===== src/rtl/gobou_ctrl.sv =====
// Sequencer for gobou_core: walks image/weight memory for one FC layer, strobes the core,
// then writes each group of CORE output neurons back to image memory.
module gobou_ctrl #(
    parameter int CORE    = 8,
    parameter int IMGSIZE = 12,
    parameter int NETSIZE = 14,
    parameter int LWIDTH  = 10,
    localparam int SELW   = (CORE > 1) ? $clog2(CORE) : 1
) (
    input  logic               clk,
    input  logic               rst,
    input  logic               req,
    input  logic [LWIDTH-1:0]  in_size,
    input  logic [LWIDTH-1:0]  out_size,
    input  logic [IMGSIZE-1:0] in_offset,
    input  logic [IMGSIZE-1:0] out_offset,
    input  logic [NETSIZE-1:0] net_offset,
    output logic               ack,
    output logic [IMGSIZE-1:0] mem_img_addr,
    output logic               mem_img_we,
    output logic [NETSIZE-1:0] mem_net_addr,
    output logic               core_clear,
    output logic               core_mac,
    output logic               core_bias,
    output logic [SELW-1:0]    out_sel
);

    typedef enum logic [2:0] {IDLE, CLEAR, MAC, BIAS, BIASW, WB} state_t;

    localparam logic [LWIDTH:0] CORE_X = (LWIDTH+1)'(CORE);
    localparam logic [LWIDTH:0] ONE_X  = (LWIDTH+1)'(1);
    localparam logic [SELW-1:0] K_LAST = SELW'(CORE - 1);

    state_t             state_q, state_d;
    logic               ack_q, ack_d;
    logic               mac_q;
    logic [LWIDTH-1:0]  in_size_q, in_size_d, out_size_q, out_size_d;
    logic [IMGSIZE-1:0] in_off_q, in_off_d, out_off_q, out_off_d;
    logic [NETSIZE-1:0] net_base_q, net_base_d;
    logic [LWIDTH-1:0]  i_q, i_d, o_q, o_d;
    logic [SELW-1:0]    k_q, k_d;
    logic [IMGSIZE-1:0] img_addr_q, img_addr_d;
    logic [NETSIZE-1:0] net_addr_q, net_addr_d;
    logic [SELW-1:0]    sel_q, sel_d;

    logic accept, zero_layer, last_in, last_wr, more_groups;

    assign accept      = (state_q == IDLE) && ack_q && req;
    assign zero_layer  = (in_size == '0) || (out_size == '0);
    assign last_in     = (i_q == in_size_q - 1'b1);
    // Group-end tests run one bit wider so o+CORE cannot wrap near the top of the range.
    assign last_wr     = (k_q == K_LAST) ||
                         ({1'b0, o_q} + (LWIDTH+1)'(k_q) + ONE_X == {1'b0, out_size_q});
    assign more_groups = ({1'b0, o_q} + CORE_X) < {1'b0, out_size_q};

    always_ff @(posedge clk) begin
        if (rst) begin
            state_q    <= IDLE;
            ack_q      <= 1'b1;
            mac_q      <= 1'b0;
            img_addr_q <= '0;
            net_addr_q <= '0;
            sel_q      <= '0;
        end else begin
            state_q    <= state_d;
            ack_q      <= ack_d;
            mac_q      <= (state_q == MAC);
            img_addr_q <= img_addr_d;
            net_addr_q <= net_addr_d;
            sel_q      <= sel_d;
        end
    end

    always_ff @(posedge clk) begin
        in_size_q  <= in_size_d;
        out_size_q <= out_size_d;
        in_off_q   <= in_off_d;
        out_off_q  <= out_off_d;
        net_base_q <= net_base_d;
        i_q        <= i_d;
        o_q        <= o_d;
        k_q        <= k_d;
    end

    always_comb begin
        state_d = state_q;
        case (state_q)
            IDLE:    if (accept) state_d = zero_layer ? IDLE : CLEAR;
            CLEAR:   state_d = MAC;
            MAC:     if (last_in) state_d = BIAS;
            BIAS:    state_d = BIASW;
            BIASW:   state_d = WB;
            WB:      if (last_wr) state_d = more_groups ? CLEAR : IDLE;
            default: state_d = IDLE;
        endcase
    end

    always_comb begin
        ack_d      = ack_q;
        in_size_d  = in_size_q;
        out_size_d = out_size_q;
        in_off_d   = in_off_q;
        out_off_d  = out_off_q;
        net_base_d = net_base_q;
        i_d        = i_q;
        o_d        = o_q;
        k_d        = k_q;
        case (state_q)
            IDLE: begin
                ack_d = !accept;
                if (accept) begin
                    in_size_d  = in_size;
                    out_size_d = out_size;
                    in_off_d   = in_offset;
                    out_off_d  = out_offset;
                    net_base_d = net_offset;
                    o_d        = '0;
                end
            end
            CLEAR: i_d = '0;
            MAC:   i_d = i_q + 1'b1;
            BIASW: k_d = '0;
            WB: begin
                k_d = k_q + 1'b1;
                if (last_wr) begin
                    if (more_groups) begin
                        o_d        = o_q + LWIDTH'(CORE);
                        net_base_d = net_base_q + NETSIZE'(in_size_q) + 1'b1;
                    end else begin
                        ack_d = 1'b1;
                    end
                end
            end
            default: ;
        endcase
    end

    // Addresses and lane select hold their last value outside the states that drive them.
    always_comb begin
        img_addr_d = img_addr_q;
        net_addr_d = net_addr_q;
        sel_d      = sel_q;
        case (state_q)
            MAC: begin
                img_addr_d = in_off_q + IMGSIZE'(i_q);
                net_addr_d = net_base_q + NETSIZE'(i_q);
            end
            BIAS: net_addr_d = net_base_q + NETSIZE'(in_size_q);
            WB: begin
                img_addr_d = out_off_q + IMGSIZE'(o_q) + IMGSIZE'(k_q);
                sel_d      = k_q;
            end
            default: ;
        endcase
    end

    always_comb begin
        ack          = ack_q;
        core_clear   = (state_q == CLEAR);
        core_bias    = (state_q == BIASW);
        mem_img_we   = (state_q == WB);
        core_mac     = mac_q;
        mem_img_addr = img_addr_d;
        mem_net_addr = net_addr_d;
        out_sel      = sel_d;
    end

endmodule


===== config.mk =====
export PLATFORM = sky130hd
export DESIGN_NAME = gobou_ctrl
export DESIGN_NICKNAME = d
export VERILOG_FILES = /design/src/rtl/gobou_ctrl.sv
export SDC_FILE = /design/constraint.sdc
export NUM_CORES = 1
export LEC_CHECK = 0
export CAP_MARGIN = 5
export CORE_ASPECT_RATIO = 2
export CORE_MARGIN = 2
export CORE_UTILIZATION = 60
export CTS_CLUSTER_SIZE = 14
export DETAILED_ROUTE_END_ITERATION = 12
export GPL_TIMING_DRIVEN = 0
export PLACE_DENSITY_LB_ADDON = 0.3
export SYNTH_ARGS = -nofsm -noshare
export SYNTH_HDL_FRONTEND = slang
export SYNTH_SLANG_ARGS = --single-unit

===== constraint.sdc =====
create_clock -name clk -period 6.9 [get_ports clk]
set_input_delay 1.38 -clock clk [delete_from_list [all_inputs] [get_ports clk]]
set_output_delay 1.38 -clock clk [all_outputs]
set_load 0.02 [all_outputs]

# --- Yosys cells after proc, flatten, opt, wreduce, memory -nomap -nowiden ---
# Cells that the tools add are included.
word_totals:
  regBits: 115
  in_bits: 61
  output_inout_bits: 34
op_classes:
  n_addsub: 13
  order_cmp: 1
  eq_ne: 13
  n_mux: 22
  reduce_logical: 15
ops:
  columns: ["op", "count"]
  rows:
  - ["14-bit one-hot mux with 2 select lines", 2]
  - ["14-bit two-way mux", 3]
  - ["10-bit one-hot mux with 2 select lines", 2]
  - ["10-bit two-way mux", 3]
  - ["14-bit by 10-bit adder with 14-bit output", 2]
  - ["12-bit by 10-bit adder with 12-bit output", 2]
  - ["12-bit one-hot mux with 2 select lines", 1]
  - ["10-bit logical NOT", 2]
  - ["3-bit one-hot mux with 6 select lines", 1]
  - ["14-bit by 1-bit adder with 14-bit output (second input constant)", 1]
  - ["12-bit by 3-bit adder with 12-bit output", 1]
  - ["3-bit two-way mux", 4]
  - ["10-bit by 3-bit adder with 11-bit output", 1]
  - ["10-bit by 4-bit adder with 11-bit output (second input constant)", 1]
  - ["11-bit by 1-bit adder with 11-bit output (second input constant)", 1]
  - ["11-bit by 10-bit == test with 1-bit output", 1]
  - ["11-bit by 10-bit less-than comparator with 1-bit output", 1]
  - ["10-bit by 1-bit adder with 10-bit output (second input constant)", 1]
  - ["10-bit by 4-bit adder with 10-bit output (second input constant)", 1]
  - ["10-bit == test", 1]
  - ["10-bit by 1-bit subtractor with 10-bit output (second input constant)", 1]
  - ["3-bit == test (second input constant)", 3]
  - ["3-bit by 2-bit == test with 1-bit output (second input constant)", 2]
  - ["2-bit != test (second input constant)", 3]
  - ["other kinds (14)", 23]

# --- Longest topological paths before layout ---
# Gate-level depths: netlist of the first run.
depth:
  depth_word: 6
  mapped_depth: 11

# --- Least setup slack after synthesis of the first run ---
# No wires, ideal clock.
synth_path:
  path_type: "input to register"
  start: "input req"
  end: "register net_base_q[0] (enable)"
  setup_time_ns: 0.379
  t_arrival_ns: 4.305
  t_required_ns: 6.521
  setup_slack_ns: 2.217
  stages: 3
  path_cell_list: "nand2_1 -> nor2b_1 -> o21a_1"
synth_via:
  elab_chain_cells: 3
synth_rtl:
  columns: ["item", "line", "source"]
  rows:
  - ["start, declared", "12", "input logic req,"]
  - ["1-bit logical AND", "48", "assign accept = (state_q == IDLE) && ack_q && req;"]
  - ["2-bit != test (no line)", null, null]
  - ["4-bit AND reduction (no line)", null, null]
  - ["end signal, assigned", "79", "net_base_q <= net_base_d;"]
  - ["end, declared", "39", "logic [NETSIZE-1:0] net_base_q, net_base_d;"]
# No other way between the ends.
# A chain may end at the register's enable or synchronous reset.

# --- Final worst setup path of the first run ---
layout_path:
  start: "register k_q[1]"
  end: "output mem_img_addr[11]"
layout_via:
  elab_chain_cells: 2
layout_rtl:
  columns: ["item", "line", "source"]
  rows:
  - ["start, declared", "41", "logic [SELW-1:0] k_q, k_d;"]
  - ["start signal, assigned", "82", "k_q <= k_d;"]
  - ["12-bit by 3-bit adder with 12-bit output", "150", "img_addr_d = out_off_q + IMGSIZE'(o_q) + IMGSIZE'(k_q);"]
  - ["12-bit one-hot mux with 2 select lines", "143", "case (state_q)"]
  - ["end, declared", "19", "output logic [IMGSIZE-1:0] mem_img_addr,"]
# No other way between the ends.

==> impl_metrics.xml, run 1 <==
<?xml version="1.0" encoding="UTF-8"?>
<metrics>
  <group name="route">
    <metric name="routed_wl" unit="um">20100</metric>
    <metric name="avgViaCountPerCell" unit="">6.338</metric>
    <metric name="detail_route.iter0.violations" unit="">544</metric>
    <metric name="drtAntennaViolNets" unit="">0</metric>
    <metric name="drt_pre_antenna_iters" unit="">5</metric>
    <metric name="remaining_drc_errors" unit="">0</metric>
    <metric name="detailroute.via_count" unit="">6712</metric>
    <metric name="wl_per_cell" unit="um">18.98</metric>
  </group>
  <group name="power">
    <metric name="pwr_density_cell" unit="nW/um^2">380.4</metric>
    <metric name="share_clk_of_total_power" unit="%">15.7</metric>
    <metric name="sw_frac_of_total" unit="%">42.66</metric>
    <metric name="static-leakage-power" unit="uW">0.003487</metric>
    <metric name="cellInternalPower" unit="uW">1965</metric>
    <metric name="power.share.sequential" unit="%">30.8</metric>
    <metric name="switching_power" unit="uW">1462</metric>
    <metric name="ir_worst_vdd" unit="V">0.0002411</metric>
    <metric name="pwr-share-comb" unit="%">53.5</metric>
  </group>
  <group name="logic_synthesis">
    <metric name="average_cell_area_after_synthesis" unit="sq um">9.462</metric>
    <metric name="synth_warnings" unit="">0</metric>
    <metric name="yosys_register_bits" unit="">112</metric>
    <metric name="synth-edff-count" unit="">78</metric>
    <metric name="synth.cells.most_frequent" unit="">81 x nand2_1, 78 x edfxtp_1, 63 x ha_1</metric>
    <metric name="unique_cell_type_count_in_the_yosys_netlist" unit="">74</metric>
    <metric name="synth_top_cell_by_area" unit="">edfxtp_1</metric>
    <metric name="yosys-top-cells-area" unit="">edfxtp_1 31%, ha_1 10%, dfxtp_1 9.0%</metric>
    <metric name="dominantRegCellSynth" unit="">edfxtp_1</metric>
    <metric name="synth_most_common_cell" unit="">nand2_1</metric>
    <metric name="mappedNetlistArea" unit="sq um">7551</metric>
    <metric name="synthDominantCellAreaShare" unit="%">31.02</metric>
    <metric name="async_set_reset_flop_share_out_of_synthesis" unit="%">0</metric>
    <metric name="synth.net_count" unit="">926</metric>
    <metric name="post_synth_inst_count" unit="">798</metric>
    <metric name="synth.yosys.seq_area_share" unit="%">40.03</metric>
  </group>
  <group name="global_routing">
    <metric name="grt_first_pass_wirelength" unit="um">32460</metric>
    <metric name="grt_start_max_net_pins" unit="">31</metric>
    <metric name="grtUsageTotal" unit="%">29.90</metric>
    <metric name="number_of_antenna_violations_at_the_first_check_in_global_routing" unit="">0</metric>
    <metric name="global_route.overflow_total" unit="">0</metric>
    <metric name="vias_in_the_first_global_route" unit="">6586</metric>
  </group>
  <group name="floorplanning">
    <metric name="fp.dieW" unit="um">83.33</metric>
    <metric name="die_h" unit="um">162.7</metric>
    <metric name="die_area" unit="sq um">13550</metric>
    <metric name="floorplan_row_count" unit="">58</metric>
    <metric name="num_io_pins" unit="">95</metric>
    <metric name="initial_utilization" unit="%">60.85</metric>
    <metric name="design.core.area" unit="sq um">12410</metric>
  </group>
  <group name="worst_setup_path">
    <metric name="endpoint_required_time_on_the_critical_path" unit="ns">5.52</metric>
    <metric name="ff2ff_setup_slack" unit="ns">3.39</metric>
    <metric name="critical_path.cell_chain" unit="">ha_1 -&gt; ha_1 -&gt; inv_1 -&gt; fa_1 -&gt; nor2b_1 -&gt; o21a_1 -&gt; o21ai_0 -&gt; a2111oi_0 -&gt; or4_1 -&gt; nand3_1 -&gt; nand3_1 -&gt; clkdlybuf4s50_1</metric>
    <metric name="critical_path.max_fanout" unit="">4</metric>
    <metric name="worstSetupPathType" unit="">flip-flop to output pin</metric>
    <metric name="worstSetupStartpointType" unit="">flip-flop</metric>
    <metric name="crit_family" unit="">compound AO/OA/AOI/OAI gates</metric>
    <metric name="arrival" unit="ns">3.89</metric>
    <metric name="crit_path_max_incr_delay" unit="ns">0.60</metric>
    <metric name="max_stage_delay_cell_worst_path" unit="">a2111oi_0</metric>
    <metric name="r2r_cells" unit="">7</metric>
    <metric name="critical_path.reg2reg.endpoint" unit="">net_base_q[4]</metric>
    <metric name="worst_r2r_startpoint" unit="">state_q[2]</metric>
    <metric name="critical_path_buf_inv_count" unit="">2</metric>
    <metric name="crit_start" unit="">k_q[1]</metric>
    <metric name="critPathCaptureType" unit="">output pin</metric>
  </group>
  <group name="sta">
    <metric name="worst-slew-pin-transition" unit="ns">1.106</metric>
    <metric name="relative_slew_slack" unit="%">26.28</metric>
    <metric name="hold_violations" unit="">0</metric>
    <metric name="final_count_of_pins_violating_max_slew" unit="">0</metric>
    <metric name="rsz_0062_raised_after_global_routing" unit="">no</metric>
    <metric name="final.min_clock_period" unit="ns">5.265</metric>
    <metric name="fmax" unit="MHz">189.9</metric>
    <metric name="setup_slack" unit="ns">1.635</metric>
    <metric name="final.setup_skew" unit="ns">0.008170</metric>
    <metric name="final.period_utilization" unit="%">76.31</metric>
    <metric name="timing.setup.tns" unit="ns">0</metric>
    <metric name="report.final.setup_viol" unit="">0</metric>
  </group>
  <group name="cells_and_area">
    <metric name="area_growth_syn_to_layout" unit="%">19.34</metric>
    <metric name="diodes" unit="">0</metric>
    <metric name="drive_above_1_share" unit="%">4.290</metric>
    <metric name="post_layout_nets" unit="">1032</metric>
  </group>
  <group name="hold_path">
    <metric name="min_delay_worst_endpoint" unit="">img_addr_q[8]</metric>
    <metric name="hold-path-cell-count" unit="">2</metric>
    <metric name="worstHoldStart" unit="">img_addr_q[8]</metric>
    <metric name="min-delay-path-class" unit="">flip-flop to flip-flop</metric>
  </group>
  <group name="status">
    <metric name="status" unit="">complete, no violations</metric>
  </group>
  <group name="clock_tree">
    <metric name="cts_inserted_buffers" unit="">9</metric>
    <metric name="post_cts_setup_buffer_count" unit="">0</metric>
    <metric name="cts_sinks" unit="">112</metric>
    <metric name="cts_hold_buf" unit="">0</metric>
    <metric name="clock_latency" unit="ns">0.36</metric>
    <metric name="tritoncts" unit="">yes</metric>
    <metric name="clock_tree.buffer_depth" unit="">2</metric>
    <metric name="clk_transition_reported_paths" unit="ns">0.08</metric>
    <metric name="cts_root_buffer" unit="">clkbuf_16</metric>
    <metric name="htree_num_levels" unit="">3</metric>
    <metric name="post_cts_resize_count" unit="">0</metric>
  </group>
  <group name="placement">
    <metric name="dp_worst_setup_slack" unit="ns">2.062</metric>
    <metric name="detailed_place_hpwl" unit="um">15210</metric>
    <metric name="rd_place_congestion" unit="">0.9654</metric>
    <metric name="port-buffer-count" unit="">94</metric>
  </group>
  <group name="flow_run">
    <metric name="drv.max_cap_violation_count" unit="">0</metric>
  </group>
</metrics>
## cell type report
| cell class | count | area, sq um |
|---|---|---|
| buffer | 22 | 82.58 |
| timing repair buffer | 95 | 960.9 |
| clock inverter | 6 | 75.07 |
| sequential | 112 | 3023 |
| inverter | 35 | 131.4 |
| tap | 150 | 187.7 |
| multi-input combinational | 629 | 4322 |
| clock buffer | 10 | 229.0 |
| fill | 949 | 3398 |
## cell usage in the layout, fill, tap and decap left out, types with 14 or more instances in the layout
cell type,Yosys,routed
nor3_1,19,19
clkbuf_1,21,22
xnor2_1,41,41
a21oi_1,48,48
ha_1,63,63
nand2_1,81,81
inv_1,34,34
edfxtp_1,78,78
a21o_1,14,14
a31oi_1,14,14
o21ai_0,47,47
clkdlybuf4s50_1,0,94
xor2_1,19,19
dfxtp_1,34,34
nand3_1,27,27
nor2b_1,22,21
nor2_1,54,54
## sequential cells by signal, summed over array words and instances, names as in the netlist, 7 cells and up
name        flops
net_addr_q     14
net_base_q     14
img_addr_q     12
in_off_q       12
out_off_q      12
i_q            10
in_size_q      10
out_size_q     10
o_q             7
## metrics by stage
step	total power, uW	util (%)	area (sq um)	hold WS (ns)	std cells
2_1_floorplan	2294	-	7551	0.4443	798
3_3_place_gp	2787	69.94	8680	0.4517	1042
3_5_place_dp	2847	70.17	8707	0.4678	1043
4_1_cts	3402	72.62	9011	0.4804	1059
5_1_grt	3654	72.62	9011	0.5113	1059
6_report	3428	72.62	9011	0.4794	1059
## per-layer routing
metal | track usage [%] | wire, um | vias up
met2 | 50.51 | 9948 | 314
met5 | 0 | 0 | -
li1 | - | - | 3199
met1 | 38.46 | 8150 | 3145
met3 | 4.105 | 1312 | 54
met4 | 12.52 | 687 | 0
## worst reg2reg max path: cells and delay by family, from the launching register on
family	cells	cell delay [ns]
compound gates	4	1.51
buf+inv	1	0.28
flops	1	0.44
simple gates	2	0.87
## logic make-up after synthesis
kind of cell    after synthesis  synth area share, %
fa+ha+maj                    67                11.50
flops                       112                40.03
simple gates                282                18.81
compound gates              214                18.99
mux                           5               0.6628
xor+xnor                     61                7.175
buf+inv                      57                2.833
## power groups by stage
stage | clock network [uW] | logic (uW) | registers [uW]
2_1_floorplan | 0 | 1280 | 1010
5_1_grt | 567 | 2020 | 1070
3_3_place_gp | 0 | 1720 | 1070
6_report | 539 | 1830 | 1050
4_1_cts | 543 | 1810 | 1050
3_5_place_dp | 0 | 1780 | 1060
## worst max-delay path by stage
stage / endpoint / slack (ns) / cells past startpoint
2_1_floorplan: net_base_q[0] / 2.22 / 3
3_3_place_gp: net_base_q[13] / 0.50 / 4
3_5_place_dp: mem_img_addr[11] / 2.06 / 12
4_1_cts: mem_img_addr[11] / 1.64 / 12
5_1_grt: mem_img_addr[11] / 1.46 / 12
6_report: mem_img_addr[11] / 1.63 / 12
Note: power is estimated with default switching activity, not from simulation.
==> run 2, diff against run 1 <==
Settings changed: CORE_UTILIZATION 60 to 57.
Clock period 6.9 ns to 5.1 ns, I/O delays scaled along.
==> impl_metrics.xml, run 2 (synthesized netlist as in run 1, its figures left out) <==
<?xml version="1.0" encoding="UTF-8"?>
<metrics>
  <group name="status">
    <metric name="status" unit="">complete, no violations</metric>
  </group>
  <group name="sta">
    <metric name="report.final.setup_viol" unit="">0</metric>
    <metric name="final.min_clock_period" unit="ns">4.880</metric>
    <metric name="rsz_0062_raised_after_global_routing" unit="">no</metric>
    <metric name="final.period_utilization" unit="%">95.69</metric>
    <metric name="relative_slew_slack" unit="%">23.35</metric>
    <metric name="final.setup_skew" unit="ns">0.009679</metric>
    <metric name="fmax" unit="MHz">204.9</metric>
    <metric name="hold_violations" unit="">0</metric>
    <metric name="final_count_of_pins_violating_max_slew" unit="">0</metric>
    <metric name="worst-slew-pin-transition" unit="ns">1.150</metric>
  </group>
  <group name="route">
    <metric name="routed_wl" unit="um">20530</metric>
    <metric name="wl_per_cell" unit="um">19.35</metric>
    <metric name="drt_pre_antenna_iters" unit="">5</metric>
    <metric name="avgViaCountPerCell" unit="">6.336</metric>
    <metric name="detail_route.iter0.violations" unit="">473</metric>
    <metric name="drtAntennaViolNets" unit="">0</metric>
    <metric name="wl_met1" unit="um">7228</metric>
    <metric name="remaining_drc_errors" unit="">0</metric>
    <metric name="top_signal_layer_used" unit="">met4</metric>
    <metric name="detailroute.via_count" unit="">6722</metric>
    <metric name="wl_met2" unit="um">10990</metric>
    <metric name="wl_met3" unit="um">869</metric>
  </group>
  <group name="power">
    <metric name="pwr-share-comb" unit="%">53.7</metric>
    <metric name="sw_frac_of_total" unit="%">42.98</metric>
    <metric name="cellInternalPower" unit="uW">2604</metric>
    <metric name="switching_power" unit="uW">1963</metric>
    <metric name="static-leakage-power" unit="uW">0.003472</metric>
    <metric name="ir_worst_vdd" unit="V">0.0003102</metric>
    <metric name="pwr_density_cell" unit="nW/um^2">508.3</metric>
    <metric name="power.total" unit="uW">4568</metric>
    <metric name="share_clk_of_total_power" unit="%">14.8</metric>
    <metric name="power.share.sequential" unit="%">31.6</metric>
  </group>
  <group name="cells_and_area">
    <metric name="drive_above_1_share" unit="%">4.180</metric>
    <metric name="commonest_cells_after_routing_fill_and_taps_aside" unit="">94 x clkdlybuf4s50_1, 81 x nand2_1, 78 x edfxtp_1</metric>
    <metric name="layout_top_registers" unit="">net_addr_q: 14 flops, net_base_q: 14 flops</metric>
    <metric name="area_growth_syn_to_layout" unit="%">19.01</metric>
    <metric name="layout.cells.most_common" unit="">clkdlybuf4s50_1</metric>
    <metric name="final_core_util" unit="%">69.16</metric>
    <metric name="diodes" unit="">0</metric>
    <metric name="n_fill_cell" unit="">1013</metric>
    <metric name="post_layout_nets" unit="">1032</metric>
  </group>
  <group name="clock_tree">
    <metric name="cts_root_buffer" unit="">clkbuf_16</metric>
    <metric name="cts_hold_buf" unit="">0</metric>
    <metric name="clock_latency" unit="ns">0.36</metric>
    <metric name="tritoncts" unit="">yes</metric>
    <metric name="cts_inserted_buffers" unit="">9</metric>
    <metric name="cts_sinks" unit="">112</metric>
    <metric name="clk_transition_reported_paths" unit="ns">0.07</metric>
    <metric name="clock_tree.buffer_depth" unit="">2</metric>
    <metric name="htree_num_levels" unit="">3</metric>
  </group>
  <group name="worst_setup_path">
    <metric name="endpoint_required_time_on_the_critical_path" unit="ns">4.08</metric>
    <metric name="critical_path.max_fanout" unit="">7</metric>
    <metric name="worstSetupStartpointType" unit="">flip-flop</metric>
    <metric name="arrival" unit="ns">3.86</metric>
    <metric name="critPathCaptureType" unit="">output pin</metric>
    <metric name="worstSetupPathType" unit="">flip-flop to output pin</metric>
  </group>
  <group name="global_routing">
    <metric name="number_of_antenna_violations_at_the_first_check_in_global_routing" unit="">0</metric>
    <metric name="grt_first_pass_wirelength" unit="um">32290</metric>
    <metric name="grt_start_max_net_pins" unit="">29</metric>
    <metric name="grtUsageTotal" unit="%">29.06</metric>
    <metric name="vias_in_the_first_global_route" unit="">6573</metric>
    <metric name="global_route.overflow_total" unit="">0</metric>
  </group>
  <group name="floorplanning">
    <metric name="num_io_pins" unit="">95</metric>
    <metric name="die_h" unit="um">166.8</metric>
    <metric name="floorplan_row_count" unit="">59</metric>
    <metric name="design.core.area" unit="sq um">12990</metric>
    <metric name="initial_utilization" unit="%">58.12</metric>
    <metric name="die_area" unit="sq um">14240</metric>
    <metric name="fp.dieW" unit="um">85.39</metric>
  </group>
  <group name="flow_run">
    <metric name="drv.max_cap_violation_count" unit="">0</metric>
  </group>
  <group name="placement">
    <metric name="port-buffer-count" unit="">94</metric>
    <metric name="detailed_place_hpwl" unit="um">16100</metric>
    <metric name="rd_place_congestion" unit="">0.9552</metric>
  </group>
  <group name="hold_path">
    <metric name="min-delay-path-class" unit="">flip-flop to flip-flop</metric>
  </group>
</metrics>
-- run 2: cell types whose count changed in the layout (fill, tap and decap cells not counted) --
cell | previous run | this run
a2111oi_0 | 2 | 1
a2111oi_1 | 1 | 2
bufinv_16 | 1 | 0
clkbuf_1 | 22 | 23
clkinv_4 | 1 | 3
inv_6 | 2 | 1
inv_8 | 1 | 0
-- run 2: worst paths after layout --
kind	start	end	slack, ns	cells past startpoint
max reg2reg	o_q[3]	net_base_q[3]	1.41	10
max	i_q[0]	mem_net_addr[8]	0.22	10
min	sel_q[2]	sel_q[2]	0.47	2
min reg2reg	sel_q[2]	sel_q[2]	0.47	2
-- run 2: critical path, stage by stage, from the launching register on --
cell             delay, ns
edfxtp_1              0.54
ha_1                  0.28
fa_1                  0.41
a21o_1                0.21
a211o_1               0.33
a2111oi_2             0.42
o21ai_0               0.15
a21oi_1               0.18
a21oi_1               0.09
a21oi_1               0.24
clkdlybuf4s50_1       0.64
-- run 2: per-stage QoR --
stage          setup slack, ns  hold slack [ns]  TNS [ns]  cell area, sq um  cells
6_report                0.2199           0.4724         0              8986   1061
5_1_grt                0.03343           0.5034         0              8986   1061
4_1_cts                 0.2249           0.4744         0              8985   1061
3_5_place_dp            0.6004           0.4625         0              8710   1045
3_3_place_gp            -1.034           0.4522    -21.86              8682   1044
2_1_floorplan           0.7765           0.4443         0              7551    798
-- run 2: repair_timing --
| item | CTS | global route |
|---|---|---|
| setup buffers | 0 | 0 |
| resized for setup | 0 | 1 |
| setup endpoints to repair | 0 | 1 |
-- run 2: area by class of cell --
type	count	area, sq um	share of cell area [%]
Buffer	22	82.58	0.9190
Clock buffer	11	232.7	2.590
Clock inverter	5	42.54	0.4734
Inverter	35	131.4	1.462
Multi-Input combinational cell	629	4323	48.11
Sequential cell	112	3023	33.64
Tap cell	152	190.2	2.116
Timing Repair Buffer	95	960.9	10.69
-- run 2: power groups by stage --
stage	Clock, uW	Combinational (uW)	Sequential [uW]
5_1_grt	710	2680	1460
4_1_cts	681	2430	1430
3_5_place_dp	0	2400	1450
3_3_place_gp	0	2350	1460
2_1_floorplan	0	1730	1370
6_report	674	2450	1440
-- run 2: per-layer routing --
metal	track usage (%)	vias to the layer above
met2	54.45	254
met5	0	-
met3	2.577	90
met4	17.74	0
li1	-	3200
met1	30.05	3178
